==> src/rtl/rx_fifo.sv <==
// Receive FIFO behind the tx_rx character receiver: captures each data_ready
// rising edge into a 16-entry (or 1-entry holding-register) first-word-fall-through buffer.
module rx_fifo (
    input  logic       clk,
    input  logic       rst_n,
    input  logic [7:0] rx_data,
    input  logic       rx_data_ready,
    input  logic       rx_parity_error,
    output logic       rx_read_flag,
    input  logic       fifo_en,
    input  logic       fifo_clear,
    input  logic [1:0] trigger_level,
    input  logic       rd_en,
    input  logic       ovr_clr,
    output logic [7:0] rd_data,
    output logic       rd_parity_error,
    output logic [4:0] count,
    output logic       empty,
    output logic       full,
    output logic       overrun,
    output logic       trigger_hit,
    output logic       error_in_fifo
);

    localparam int unsigned DW    = 8;
    localparam int unsigned EW    = DW + 1;
    localparam int unsigned DEPTH = 16;
    localparam int unsigned PW    = 4;
    localparam int unsigned CW    = 5;

    logic [EW-1:0] mem_q [DEPTH];
    logic [PW-1:0] wr_ptr_q, wr_ptr_d;
    logic [PW-1:0] rd_ptr_q, rd_ptr_d;
    logic [CW-1:0] count_q, count_d;
    logic [CW-1:0] err_cnt_q, err_cnt_d;
    logic          ovr_q, ovr_d;
    logic          rdy_q;
    logic          flag_q;
    logic          en_q;
    logic          en_vld_q;

    logic          capture_c;
    logic          flush_c;
    logic          empty_c;
    logic          full_c;
    logic          pop_c;
    logic          push_c;
    logic [EW-1:0] head_c;
    logic [CW-1:0] thr_c;

    // Edge detect, mode tracking and acknowledge pulse
    always_ff @(posedge clk or negedge rst_n) begin
        if (!rst_n) begin
            rdy_q    <= 1'b0;
            flag_q   <= 1'b0;
            en_q     <= 1'b0;
            en_vld_q <= 1'b0;
        end else begin
            rdy_q    <= rx_data_ready;
            flag_q   <= capture_c;
            en_q     <= fifo_en;
            en_vld_q <= 1'b1;
        end
    end

    always_comb begin
        capture_c = rx_data_ready & ~rdy_q;
        // en_vld_q masks the first cycle after reset, when en_q is not yet meaningful
        flush_c   = fifo_clear | (en_vld_q & (fifo_en != en_q));
        empty_c   = (count_q == CW'(0));
        full_c    = fifo_en ? (count_q == CW'(DEPTH)) : (count_q == CW'(1));
        pop_c     = rd_en & ~empty_c & ~flush_c;
        push_c    = capture_c & (~full_c | pop_c) & ~flush_c;
        head_c    = mem_q[rd_ptr_q];
    end

    // Pointer, occupancy, flagged-entry and overrun next state
    always_comb begin
        wr_ptr_d  = wr_ptr_q;
        rd_ptr_d  = rd_ptr_q;
        count_d   = count_q;
        err_cnt_d = err_cnt_q;
        ovr_d     = ovr_q;
        if (flush_c) begin
            wr_ptr_d  = '0;
            rd_ptr_d  = '0;
            count_d   = '0;
            err_cnt_d = '0;
        end else begin
            if (push_c) wr_ptr_d = wr_ptr_q + PW'(1);
            if (pop_c)  rd_ptr_d = rd_ptr_q + PW'(1);
            unique case ({push_c, pop_c})
                2'b10:   count_d = count_q + CW'(1);
                2'b01:   count_d = count_q - CW'(1);
                default: count_d = count_q;
            endcase
            err_cnt_d = err_cnt_q + CW'(push_c & rx_parity_error) - CW'(pop_c & head_c[DW]);
        end
        if (ovr_clr) ovr_d = 1'b0;
        if (capture_c & full_c & ~pop_c & ~flush_c) ovr_d = 1'b1;
    end

    always_ff @(posedge clk or negedge rst_n) begin
        if (!rst_n) begin
            wr_ptr_q  <= '0;
            rd_ptr_q  <= '0;
            count_q   <= '0;
            err_cnt_q <= '0;
            ovr_q     <= 1'b0;
        end else begin
            wr_ptr_q  <= wr_ptr_d;
            rd_ptr_q  <= rd_ptr_d;
            count_q   <= count_d;
            err_cnt_q <= err_cnt_d;
            ovr_q     <= ovr_d;
        end
    end

    always_ff @(posedge clk or negedge rst_n) begin
        if (!rst_n) begin
            for (int i = 0; i < DEPTH; i++) mem_q[i] <= '0;
        end else if (push_c) begin
            mem_q[wr_ptr_q] <= {rx_parity_error, rx_data};
        end
    end

    always_comb begin
        unique case (trigger_level)
            2'b00:   thr_c = CW'(1);
            2'b01:   thr_c = CW'(4);
            2'b10:   thr_c = CW'(8);
            default: thr_c = CW'(14);
        endcase
    end

    assign rx_read_flag    = flag_q;
    assign rd_data         = empty_c ? '0 : head_c[DW-1:0];
    assign rd_parity_error = ~empty_c & head_c[DW];
    assign count           = count_q;
    assign empty           = empty_c;
    assign full            = full_c;
    assign overrun         = ovr_q;
    assign trigger_hit     = fifo_en ? (count_q >= thr_c) : ~empty_c;
    assign error_in_fifo   = (err_cnt_q != CW'(0));

endmodule

==> config.mk <==
export PLATFORM = sky130hd
export DESIGN_NAME = rx_fifo
export DESIGN_NICKNAME = d
export VERILOG_FILES = /design/src/rtl/rx_fifo.sv
export SDC_FILE = /design/constraint.sdc
export NUM_CORES = 1
export LEC_CHECK = 0
export BUFFER_PORTS_ARGS = -buffer_cell sky130_fd_sc_hd__buf_2
export CAP_MARGIN = 25
export CORE_UTILIZATION = 35
export CTS_BUF_LIST = sky130_fd_sc_hd__clkbuf_4 sky130_fd_sc_hd__clkbuf_8
export CTS_CLUSTER_DIAMETER = 80
export DETAILED_ROUTE_END_ITERATION = 12
export PLACE_DENSITY = 0.49
export SLEW_MARGIN = 40
export SYNTH_ARGS = -nofsm -noshare
export SYNTH_HDL_FRONTEND = slang
export SYNTH_SLANG_ARGS = --single-unit
==> constraint.sdc <==
create_clock -name clk -period 3.85 [get_ports clk]
set_input_delay 0 -clock clk [delete_from_list [all_inputs] [get_ports clk]]
set_output_delay 0 -clock clk [all_outputs]
set_load 0.005 [all_outputs]
==> results.cfg <==
[outcome]
outcome = finished clean

[layout]
layout_commonest_cell = dfrtp_1
final_cell_mix = dfrtp_1 (166), mux2_2 (135), mux4_2 (36), buf_2 (36), nor2_1 (23)
seq_area_mm2 = 0.004180
antenna_cells = 0
drive_gt1_share_pct = 44.19
multi_input_area_mm2 = 0.003782
fillers = 2093
area_growth_pct = 13.19
final_nets = 645
fin_cells = 933

[logic_synthesis]
synth.avg_cell_area_um2 = 14.55
synth_top_area_share_pct = 51.21
synthArstFlopShare_pct = 100.0
synth_cell_types = 50
ys_ff_latch = 167
postSynthCellCount = 561
synth.cell_area_mm2 = 0.008160
synth_fp_nets = 599
ys.flop_type = dfrtp_1
seq_area_frac_synth_pct = 51.21
yosys_warnings = 0
yosysTopAreaCell = dfrtp_1
synth_edf_count = 0
synth_area_leaders = dfrtp_1 (51%), mux2_2 (19%), mux4_2 (9.9%)

[setup_path]
cp_num_buf_inv = 4
crit_type = flop to flop
cp.depth = 15
cp-startpoint = count[1]
cp_cell_sequence = inv_1 -> ha_1 -> or4b_1 -> nand2_1 -> nor3_1 -> ha_1 -> inv_1 -> ha_1 -> inv_1 -> fa_1 -> inv_1 -> a21oi_1 -> nor2_1 -> or3_1 -> a21oi_1
crit_end = err_cnt_q[4]
worstPathRequired_ps = 4220
worstSetupEndpointType = flop
r2r_slack_ps = 490
startpoint_type = flop
critPathSlowestCell = or4b_1
ff2ff_path_depth = 15
slowest_delay_ps = 590
path_delay_family = simple AND/OR/NAND/NOR gates
worst_ep_arrival_time_ps = 3730
crit_fanout = 8
crit_top_cell = inv_1
r2r_end = err_cnt_q[4]
r2r-start = count[1]

[drt]
route.layer.met1.wl_um = 9013
dr_wl_met2_um = 9263
drt_iter0_markers = 183
wl_per_cell_um = 20.42
wl_met3_um = 533
ant_nets = 0
drc_errors = 0
firstDrtPassIters = 4
viasPerCell = 5.138
drt_wl_total_um = 19050
vias = 4794
routed.top_layer = met4

[floorplanning]
dieArea_mm2 = 0.02393
ios = 38
initial_utilization_pct = 35.83
core.rowCount = 55
core_area_mm2 = 0.02278
fp.dieW_um = 154.7
die_h_um = 154.7

[clock_tree]
clk_latency_ps = 460
cts.clk_slew.worst_paths_ps = 90
cts_buffers = 17
htree_levels = 4
clk_path_buf_depth = 2
cts_setup_buffers = 0
cts_tree = built
cts_hold_buf = 10
cts_root_buf = clkbuf_8
clock-sinks = 167
cts_resized = 0

[sta]
finalHoldViolations = 0
drv_slew = 0
layout_min_cycle_time_ps = 3362
setup_tns_ps = 0
timing.final.crit_share_pct = 87.32
finalSetupViolCount = 0
slew_headroom_pct = 52.98
max_freq_ghz = 0.2975
rsz0062_at_grt = false
worst_pin_slew_ps = 705.3
skew_ps = 14.70

[grt]
grt_start_max_net_pins = 105
grt.overflow.total = 0
first_global_vias = 5197
grt_use_total_pct = 17.61
grt_pass1_wl_um = 31020
antenna_found_initial = 0

[flow_run]
maxCapViolations = 0

[power]
powerDensity_mw_per_mm2 = 479.6
report.power.total_uw = 4430
peakVddDrop_mv = 0.2086
leakagePower_uw = 0.004455

[worst_hold_path]
hp-class = input pin to async pin

[place]
portBuffers = 37
dp.cells = 890
place.gp.congestion = 0.8067
place_hpwl_um = 12080
-- worst min path at each step --
stage	to	startpoint	slack [ps]
final	overrun	rst_n	20
after global routing	overrun	rst_n	20
after CTS	mem_q[51]	rx_data[6]	9
after detailed placement	en_vld_q	rst_n	100
after global placement	rdy_q	rx_data_ready	130
after floorplan	count[0]	rst_n	-300
-- cell families after synthesis --
group	synth area share (%)
xor+xnor	1.395
other cells	0.04595
simple gates	6.762
mux	32.03
flops	51.21
compound gates	2.959
buf+inv	2.438
fa+ha+maj	3.159
-- registers in the layout (all words and copies together), names as in the netlist --
name	flops
mem_q	144
count	5
err_cnt_q	5
rd_ptr_q	4
wr_ptr_q	4
en_q	1
en_vld_q	1
overrun	1
rdy_q	1
rx_read_flag	1
-- synthesized netlist by cell type (6+ instances only) --
library cell / count
nand2_4: 11
o22ai_1: 8
mux2i_1: 17
a21oi_1: 11
o21ai_0: 6
xor2_1: 8
clkbuf_1: 18
mux2_2: 135
mux4_2: 36
nor2_1: 23
mux2_1: 10
dfrtp_1: 167
ha_1: 19
inv_1: 17
nand2_1: 13
-- through the flow --
| step | hold slack, ps | util (%) | area (µm²) | setup slack (ps) |
|---|---|---|---|---|
| 2_1_floorplan | -295.6 | - | 8160 | 699.8 |
| 3_3_place_gp | 125.7 | 38.08 | 8673 | 647.8 |
| 3_5_place_dp | 100.0 | 38.09 | 8677 | 520.4 |
| 4_1_cts | 9.062 | 40.43 | 9209 | 496.4 |
| 5_1_grt | 20.28 | 40.55 | 9236 | 253.3 |
| 6_report | 18.68 | 40.55 | 9236 | 488.3 |
-- per-layer routing --
| metal | vias up | GRT usage (%) |
|---|---|---|
| met5 | - | 0 |
| met4 | 0 | 4.526 |
| met3 | 16 | 3.530 |
| met2 | 77 | 29.24 |
| met1 | 2562 | 23.56 |
| li1 | 2139 | - |
-- report_power, final --
part / total [µW] / internal, µW / switching (µW)
Clock: 1360 / 712 / 648
Combinational: 1110 / 508 / 603
Sequential: 1960 / 1870 / 89.7
Total: 4430 / 3090 / 1340
-- layout make-up --
type	count	area share (%)
inverters	18	0.7315
well taps	313	4.240
multi-input cells	347	40.95
flip-flops and latches	167	45.26
clock buffers	22	3.143
repair buffers	56	4.145
clock inverters	10	1.531
-- worst reg2reg max path, cell delays in order, from the launching register on --
cell and delay, ps:
dfrtp_1 460, inv_1 170, ha_1 210, or4b_1 590, nand2_1 220, nor3_1 80
ha_1 310, inv_1 40, ha_1 180, inv_1 70, fa_1 200, inv_1 50
a21oi_1 140, nor2_1 60, or3_1 350, a21oi_1 160
(Power assumes the default switching activity.)
